`config.mk`:
```
export PLATFORM = sky130hd
export DESIGN_NAME = pipe_skid_stage_flat
export DESIGN_NICKNAME = d
export VERILOG_FILES = /design/src/rtl/pipe_skid_stage_pkg.sv /design/src/rtl/pipe_skid_stage_if.sv /design/src/rtl/pipe_skid_stage_reg_en_vec.sv /design/src/rtl/pipe_skid_stage.sv /design/src/flat_wrapper.sv
export SDC_FILE = /design/constraint.sdc
export NUM_CORES = 1
export LEC_CHECK = 0
export CORE_ASPECT_RATIO = 1.4
export CORE_MARGIN = 2
export CORE_UTILIZATION = 44
export DETAILED_ROUTE_END_ITERATION = 10
export PLACE_DENSITY = 0.77
export REMOVE_ABC_BUFFERS = 1
export SYNTH_ARGS = -nofsm -noshare
export SYNTH_HDL_FRONTEND = slang
export SYNTH_SLANG_ARGS = --single-unit
```
`constraint.sdc`:
```
create_clock -name clk -period 1.93 [get_ports clk]
set_input_delay 0.386 -clock clk [delete_from_list [all_inputs] [get_ports clk]]
set_output_delay 0.386 -clock clk [all_outputs]
set_load 0.03 [all_outputs]
```
`src/rtl/pipe_skid_stage_pkg.sv`:
```
// Shared definitions for the two-entry skid pipeline stage: occupancy
// state encoding, default word width and an occupancy helper.
package pipe_skid_stage_pkg;

    localparam int WORD_WIDTH = 16;

    typedef enum logic [1:0] {
        ST_EMPTY = 2'd0,
        ST_ONE   = 2'd1,
        ST_FULL  = 2'd2
    } skid_state_e;

    function automatic logic [1:0] occ_of(input logic main_vld, input logic skid_vld);
        return {1'b0, main_vld} + {1'b0, skid_vld};
    endfunction

endpackage

```
`src/rtl/pipe_skid_stage_if.sv`:
```
// Upstream and downstream valid/ready handshake of the skid stage.
// The slave modport is the stage itself; the master modport is its environment.
interface pipe_skid_stage_if
    import pipe_skid_stage_pkg::*;
#(
    parameter int WIDTH = WORD_WIDTH
);
    logic [WIDTH-1:0] in_data;
    logic             in_vld;
    logic             in_rdy;
    logic [WIDTH-1:0] out_data;
    logic             out_vld;
    logic             out_rdy;

    modport slave (
        input  in_data, in_vld, out_rdy,
        output in_rdy, out_data, out_vld
    );

    modport master (
        output in_data, in_vld, out_rdy,
        input  in_rdy, out_data, out_vld
    );
endinterface

```
`src/rtl/pipe_skid_stage_reg_en_vec.sv`:
```
// Vector enable register: hold=1 keeps the stored word, hold=0 loads d.
module reg_en_vec #(
    parameter int WIDTH = 16
) (
    input  logic             clk,
    input  logic             rstn,
    input  logic             hold,
    input  logic [WIDTH-1:0] d,
    output logic [WIDTH-1:0] q
);
    logic [WIDTH-1:0] q_r;

    // Storage flop with hold-select enable.
    always_ff @(posedge clk or negedge rstn) begin
        if (!rstn) begin
            q_r <= '0;
        end else if (!hold) begin
            q_r <= d;
        end else begin
            q_r <= q_r;
        end
    end

    assign q = q_r;
endmodule

```
`src/rtl/pipe_skid_stage.sv`:
```
// Two-entry elastic pipeline stage: downstream backpressure becomes hold
// selects on the main/skid registers, and in_rdy comes only from flops.
module pipe_skid_stage
    import pipe_skid_stage_pkg::*;
#(
    parameter int WIDTH = WORD_WIDTH
) (
    input  logic                clk,
    input  logic                rstn,
    pipe_skid_stage_if.slave    bus,
    input  logic                flush,
    output logic [1:0]          occ
);
    skid_state_e      state_r;
    skid_state_e      state_s;
    logic             main_vld_r;
    logic             skid_vld_r;
    logic             in_rdy_r;
    logic [1:0]       occ_r;
    logic             main_vld_s;
    logic             skid_vld_s;
    logic             main_hold_s;
    logic             skid_hold_s;
    logic             main_sel_skid_s;
    logic             in_xfer_s;
    logic             out_xfer_s;
    logic [WIDTH-1:0] main_d_s;
    logic [WIDTH-1:0] main_q_s;
    logic [WIDTH-1:0] skid_q_s;

    assign in_xfer_s  = bus.in_vld & in_rdy_r;
    assign out_xfer_s = main_vld_r & bus.out_rdy;
    assign main_d_s   = main_sel_skid_s ? skid_q_s : bus.in_data;

    // Next occupancy state and the hold selects / main load source.
    always_comb begin
        state_s         = state_r;
        main_hold_s     = 1'b1;
        skid_hold_s     = 1'b1;
        main_sel_skid_s = 1'b0;
        case (state_r)
            ST_EMPTY: begin
                if (in_xfer_s) begin
                    main_hold_s = 1'b0;
                    state_s     = ST_ONE;
                end else begin
                    state_s     = ST_EMPTY;
                end
            end
            ST_ONE: begin
                if (in_xfer_s && out_xfer_s) begin
                    main_hold_s = 1'b0;
                    state_s     = ST_ONE;
                end else if (in_xfer_s) begin
                    skid_hold_s = 1'b0;
                    state_s     = ST_FULL;
                end else if (out_xfer_s) begin
                    state_s     = ST_EMPTY;
                end else begin
                    state_s     = ST_ONE;
                end
            end
            ST_FULL: begin
                // Refill main from skid; in_rdy is low so nothing new enters.
                if (out_xfer_s) begin
                    main_hold_s     = 1'b0;
                    main_sel_skid_s = 1'b1;
                    state_s         = ST_ONE;
                end else begin
                    state_s         = ST_FULL;
                end
            end
            default: begin
                state_s = ST_EMPTY;
            end
        endcase
        if (flush) begin
            state_s     = ST_EMPTY;
            main_hold_s = 1'b1;
            skid_hold_s = 1'b1;
        end else begin
            state_s     = state_s;
        end
    end

    // Valid bits implied by the next state.
    always_comb begin
        main_vld_s = (state_s != ST_EMPTY);
        skid_vld_s = (state_s == ST_FULL);
    end

    // State, valid bits and registered handshake/debug outputs.
    always_ff @(posedge clk or negedge rstn) begin
        if (!rstn) begin
            state_r    <= ST_EMPTY;
            main_vld_r <= 1'b0;
            skid_vld_r <= 1'b0;
            in_rdy_r   <= 1'b1;
            occ_r      <= 2'd0;
        end else begin
            state_r    <= state_s;
            main_vld_r <= main_vld_s;
            skid_vld_r <= skid_vld_s;
            in_rdy_r   <= ~skid_vld_s;
            occ_r      <= occ_of(main_vld_s, skid_vld_s);
        end
    end

    reg_en_vec #(.WIDTH(WIDTH)) u_main (
        .clk  (clk),
        .rstn (rstn),
        .hold (main_hold_s),
        .d    (main_d_s),
        .q    (main_q_s)
    );

    reg_en_vec #(.WIDTH(WIDTH)) u_skid (
        .clk  (clk),
        .rstn (rstn),
        .hold (skid_hold_s),
        .d    (bus.in_data),
        .q    (skid_q_s)
    );

    assign bus.in_rdy   = in_rdy_r;
    assign bus.out_vld  = main_vld_r;
    assign bus.out_data = main_q_s;
    assign occ          = occ_r;

    logic unused_s;
    assign unused_s = skid_vld_r;
endmodule

```
`src/flat_wrapper.sv`:
```
// flat-port wrapper written by rule: the top's interface ports become plain ports
module pipe_skid_stage_flat import pipe_skid_stage_pkg::*;
#(
    parameter int WIDTH = WORD_WIDTH
)
  (clk, rstn, flush, occ, bus_in_data, bus_in_vld, bus_out_rdy, bus_in_rdy, bus_out_data, bus_out_vld);
  pipe_skid_stage_if #(.WIDTH(WIDTH)) bus_i ();
  input  logic clk;
  input  logic rstn;
  input  logic flush;
  output logic [1:0] occ;
  input wire logic [$bits(bus_i.in_data)-1:0] bus_in_data;
  input wire logic [$bits(bus_i.in_vld)-1:0] bus_in_vld;
  input wire logic [$bits(bus_i.out_rdy)-1:0] bus_out_rdy;
  output wire logic [$bits(bus_i.in_rdy)-1:0] bus_in_rdy;
  output wire logic [$bits(bus_i.out_data)-1:0] bus_out_data;
  output wire logic [$bits(bus_i.out_vld)-1:0] bus_out_vld;
  assign bus_i.in_data = bus_in_data;
  assign bus_i.in_vld = bus_in_vld;
  assign bus_i.out_rdy = bus_out_rdy;
  assign bus_in_rdy = bus_i.in_rdy;
  assign bus_out_data = bus_i.out_data;
  assign bus_out_vld = bus_i.out_vld;
  pipe_skid_stage #(.WIDTH(WIDTH)) u_core (.clk(clk), .rstn(rstn), .bus(bus_i), .flush(flush), .occ(occ));
endmodule
```
==> run metrics <==
status=finished clean; Design Area, Final=0.00226 mm2; initial antenna violation count=0; GRT Residual Overflow=0; Buffers on Ports=40; Vias/cell=5.23; TritonCTS buffer count=5; Reg clk slew, reported paths=70 ps; area share of the largest cell type after synthesis=0.541; drt total wl=3190 um; area of the mapped netlist=0.00166 mm2; post-synthesis sequential area ratio=0.557; root buffer cell=clkbuf_8; ANT nets after route=0; detail-routed net length per standard cell=15.9 um; RR Endpoint=u_core.u_skid.q[4]$_DFFE_PN0N_; synthesis-stage register bit count=37; n_diodes=0; TritonCTS clock tree=built; I/O pin count=41; r2r worst-path depth=6; syn avg cell area=15.6 um2; worst reg-to-reg setup slack=210 ps; Filler Cells Inserted=316; EDFF count, synth=0; hold buffer count at cts=0; FFs w/ async S/R, synth=1.00; largest net degree at the start of global routing=38; crit path DAT=1950 ps; Area Growth Syn to Fin=36.0%; Skew-Pair Late Insertion Delay=280 ps; skew final=6.07 ps; CTS max path bufs=2; dpl cell area=0.00216 mm2; vias in the first global route=1129; DRC Markers=0; global-route usage over all layers=0.165; CTS H-Tree Depth=2; f_max=561 MHz; clk sinks=37; Synth area leaders=dfrtp_1, mux2_2, a221oi_4, dfstp_2, nand4b_4; Core Area=0.00364 mm2; maximum vdd drop=0.636 mV; global-route wire length before repair=5550 um; Hold WC Path Type=primary input to asynchronous set/reset pin; top-count cell post-synth=mux2_2; Final nets=180; layout cells sized above 1=0.440; RSZ-0062 raised after global routing=false; Die Footprint=0.00430 mm2; post-DP HPWL=2320 um; via count=1052; Data required, critical path=2100 ps; Power Dens Cells=1130 mW/mm2; Yosys top cell by area=dfrtp_1; number of synthesis warnings=0; Worst Hold Slack=46.0 ps; die height=76.8 um; DRT iter0 DRCs=14; DR pass1 iterations=3; slew margin rel.=0.778; crit start category=primary input; critical path launch point=bus_in_vld; final worst path period need=1780 ps; Synth Flop Type=dfrtp_1; Synth cell types=21; Final Hold Vio Count=0; row count=26; width of the die=56.0 um; Post-CTS Setup Bufs=0; Post-synth top cells=mux2_2, dfrtp_1, nand3b_1; period utilization=0.923; Final Max Tran Viols=0; Max Cap Viol=0; R2R Path Start=u_core.bus.in_rdy$_DFF_PN1_; Worst setup EP type=register; RD Place Congestion=0.858; CP Max Fanout=8; CP Class=primary input to register; Worst-Margin Slew=332 ps; final core occ=0.621; leakage power=0.000981 uW; synthesized instance count=107; Initial Utilization=0.457; Setup Viol. Count Final=0
## registers in the layout, indices dropped and copies added (netlist names)
name                flops
u_core.bus.out_vld      1
u_core.bus.in_rdy       1
u_core.occ              2
u_core.state_r          1
u_core.u_skid.q        16
u_core.u_main.q        16
## critical path: stages
cell	delay, ps
clkdlybuf4s50_1	510
and2_1	150
ha_1	140
nand3b_1	110
nor2_2	120
buf_4	180
mux2_2	340
## area by class of cell
| class | instances | area (um2) | area share |
|---|---|---|---|
| flip-flops and latches | 37 | 927 | 0.410 |
| well taps | 42 | 52.6 | 0.0232 |
| repair buffers | 49 | 480 | 0.212 |
| multi-input cells | 65 | 702 | 0.310 |
| clock inverters | 1 | 5.00 | 0.00221 |
| clock buffers | 7 | 96.3 | 0.0426 |
## worst max-delay path by stage
stage	slack (ps)	to
floorplan	-170	u_core.u_main.q[0]$_DFFE_PN0N_
global placement	-140	u_core.u_skid.q[8]$_DFFE_PN0N_
detailed placement	-150	u_core.u_skid.q[4]$_DFFE_PN0N_
CTS	5	bus_in_rdy
global route	50	u_core.u_skid.q[11]$_DFFE_PN0N_
finish	150	u_core.u_skid.q[4]$_DFFE_PN0N_
## per-stage QoR
step / TNS (ps) / power (uW) / instances / worst slack [ps]
floorplan: -4650 / 1620 / 102 / -166
global placement: -3970 / 1950 / 193 / -141
detailed placement: -4210 / 1990 / 193 / -145
CTS: 0 / 2580 / 201 / 5.22
global route: 0 / 2690 / 201 / 52.1
finish: 0 / 2550 / 201 / 149
## what timing repair did
item,CTS,global route
endpoints found under the hold margin,0,0
setup endpoints to repair,0,2
resized for setup,0,2
## logic make-up after synthesis
group                    count (synthesis)  synth area share
flip-flops                              37             0.557
adder cells (fa/ha/maj)                  1           0.00752
buffers and inverters                    5            0.0210
multiplexers                            48             0.325
AO/OA/AOI/OAI                            6            0.0376
AND/OR/NAND/NOR                         10            0.0519
## per-layer routing
layer	track usage	up-vias	share of wire
li1	-	494	-
met1	0.201	528	0.42
met2	0.276	24	0.53
met3	0.0472	6	0.041
met4	0.0571	0	0.014
met5	0	-	0
## power by group
group / leakage, uW / internal, uW / switching [uW] / total (uW)
Clock: 0.0000542 / 323 / 264 / 586
Sequential: 0.000446 / 1020 / 131 / 1150
Combinational: 0.000480 / 434 / 376 / 810
## layout by cell type (no fill, tap or decap), drive strengths merged
cell            n
mux2           48
clkdlybuf4s50  37
dfrtp          36
buf            10
clkbuf          7
nand3b          3
nand2b          2
dlymetal6s2s    2
and2            1
nand4bb         1
nand4b          1
a31oi           1
nand2           1
a21oi           1
a211o           1
a41oi           1
a211oi          1
nor2            1
a221oi          1
ha              1
clkinv          1
dfstp           1
Note: power is estimated with default switching activity, not from simulation.
==> RTL edit: new RTL, same flow settings <==
Change the package constant `WORD_WIDTH` from 16 to 14.
--- a/src/rtl/pipe_skid_stage_pkg.sv
+++ b/src/rtl/pipe_skid_stage_pkg.sv
@@ -4,3 +4,3 @@
 
-    localparam int WORD_WIDTH = 16;
+    localparam int WORD_WIDTH = 14;
 
Ports: changed (resized bus_in_data and bus_out_data); port bits go from 41 to 37. No check against the original RTL was run, so the function may have changed too.
==> RTL edit against the unedited design <==
  * Total power is 13% lower
  * Worst setup slack got worse by 94 ps
  * Fmax decreased by 5.0%
  * Clock skew down 3.7 ps
  * Design area shrank 11%
  * Synthesized area is 10% lower
  * Sequential cell count decreased by 4
  * Routed wire length down 14%
  * Synthesized cell count shrank 10%
  * Clock power decreased by 19%
  * Worst hold slack improved by 460 ps
==> RTL edit: results (changes against the unedited design) <==
INFO  synthesis      seq_area_frac_synth=0.553 [-0.00400]
INFO  place          port_buffers=36 [-10%]
INFO  setup_path     critical_path_fanout_max=4 [-4]
INFO  clocking       clk_transition_reported_paths=60ps
INFO  route          routed_via_density=5.21 [-0.54%]
INFO  global_routing grt_first_pass_wirelength=4610um [-17%]
INFO  final_layout   antenna-diode-count=0 [unchanged]
INFO  route          totalWireLength=2750um [-14%]
INFO  sta            worst_clock_skew=2.34ps [-3.73 ps]
INFO  clocking       clk_path_buf_depth=2 [unchanged]
INFO  global_routing number_of_global_route_vias_before_repair=1040 [-7.9%]
INFO  global_routing grt_max_degree=34 [-11%]
INFO  place          place_area=1940squm [-10%]
INFO  place          gp_congestion=0.703 [-18%]
INFO  synthesis      synth_cell_types=19 [-9.5%]
INFO  setup_path     slowest_cell_delay_on_critical_path=670ps [+160 ps]
INFO  synthesis      yosysWarnings=0 [unchanged]
INFO  final_layout   drive_above_1_share=0.414 [-0.0265]
INFO  global_routing grt_util_all_layers=0.166 [+0.000844]
INFO  final_layout   post_layout_instance_count_excluding_filler_cells=185 [-8.0%]
INFO  synthesis      netlist_top_cells_count=mux2_2, dfrtp_1, buf_4, nand3b_1, nand2b_1
INFO  clocking       clk_latency=270ps
INFO  place          half_perimeter_wire_length_of_the_detailed_placement_result=2110um [-9.2%]
INFO  power_and_ir_drop power_report.internal_total=1.55mW [-13%]
INFO  synthesis      synth_cells=96 [-10%]
INFO  synthesis      leading_post_synthesis_cells_by_cell_area=dfrtp_1, mux2_2, a221oi_4
INFO  place          placed_cells_incl_taps=177 [-8.3%]
INFO  power_and_ir_drop irDropWorstVdd=0.000654V [+2.8%]
INFO  sta            tightestPinTransition=407ps [+75.6 ps]
INFO  min_path       hold_class=register to register
INFO  final_layout   num-nets-final=164 [-8.9%]
INFO  route          drt_iter0_drc=5 [-9]
INFO  outcome        outcome=finished clean
INFO  power_and_ir_drop total_leakage_power=0.873nW [-11%]
INFO  clocking       postCtsSetupBuffers=0 [unchanged]
INFO  clocking       tritoncts.num_buffers=5 [unchanged]
INFO  final_layout   fillCellCount=285 [-9.8%]
INFO  setup_path     worstPathArrival=1490ps [-460 ps]
INFO  clocking       root_buffer=clkbuf_8
## RTL edit: changes by cell type in the layout (fill, tap and decap cells not counted), sizes merged
cell / before / now
clkdlybuf4s50: 37 / 35
dlymetal6s2s: 2 / 1
buf: 10 / 9
clkbuf: 7 / 8
dfrtp: 36 / 32
mux2: 48 / 42
clkinv: 1 / 0
## RTL edit: final timing paths
kind	start	end	slack [ps]	depth (start not counted)
max	u_core.bus.in_rdy	bus_in_rdy	50	1
min	u_core.u_skid.q[13]	u_core.u_skid.q[13]	500	1
max reg2reg	u_core.bus.in_rdy	u_core.u_skid.q[4]	220	6
min reg2reg	u_core.u_skid.q[13]	u_core.u_skid.q[13]	500	1
max in group asynchronous	rstn	u_core.bus.in_rdy	1070	2
min in group asynchronous	rstn	u_core.u_main.q[5]	520	2
## RTL edit: cell type report
type / instances / area (sq um) / share of cell area
timing repair buffer: 45 / 430 / 0.213
clock buffer: 8 / 80.1 / 0.0396
tap: 40 / 50.0 / 0.0248
sequential: 33 / 827 / 0.409
multi-input combinational: 59 / 634 / 0.314
## RTL edit: power groups by stage
stage,clock (mW),combinational [mW],sequential (mW)
5_1_grt,0.529,0.758,1.05
3_5_place_dp,0,0.727,1.04
4_1_cts,0.493,0.729,1.03
2_1_floorplan,0,0.249,1.19
6_report,0.476,0.717,1.02
3_3_place_gp,0,0.709,1.02
## RTL edit: routing by layer
layer  part of all wire  global-route usage
met2               0.55               0.281
met3              0.036              0.0369
met5                  0                   0
met1               0.40               0.190
met4              0.019              0.0855
## RTL edit: cells by family after synthesis
| group | Yosys count | share of synthesized area |
|---|---|---|
| fa+ha+maj | 1 | 0.00837 |
| mux | 42 | 0.316 |
| flops | 33 | 0.553 |
| simple gates | 10 | 0.0577 |
| compound gates | 6 | 0.0418 |
| buf+inv | 4 | 0.0226 |
## RTL edit: through the flow
step / setup TNS [ps] / hold slack [ps] / util / setup slack (ps)
CTS: 0 / 509 / 0.609 / 39.8
detailed placement: -4170 / 495 / 0.585 / -187
global route: 0 / 518 / 0.610 / 15.2
global placement: -2920 / 485 / 0.585 / -114
finish: 0 / 504 / 0.610 / 54.9
floorplan: -2170 / 90.4 / - / -86.0
## RTL edit: worst register-to-register path, cell delays in order (launching register included)
cell and delay (ps):
dfstp_2 550, and2_1 130, ha_1 150, nand3b_1 120
nor2_2 130, buf_4 170, mux2_2 340
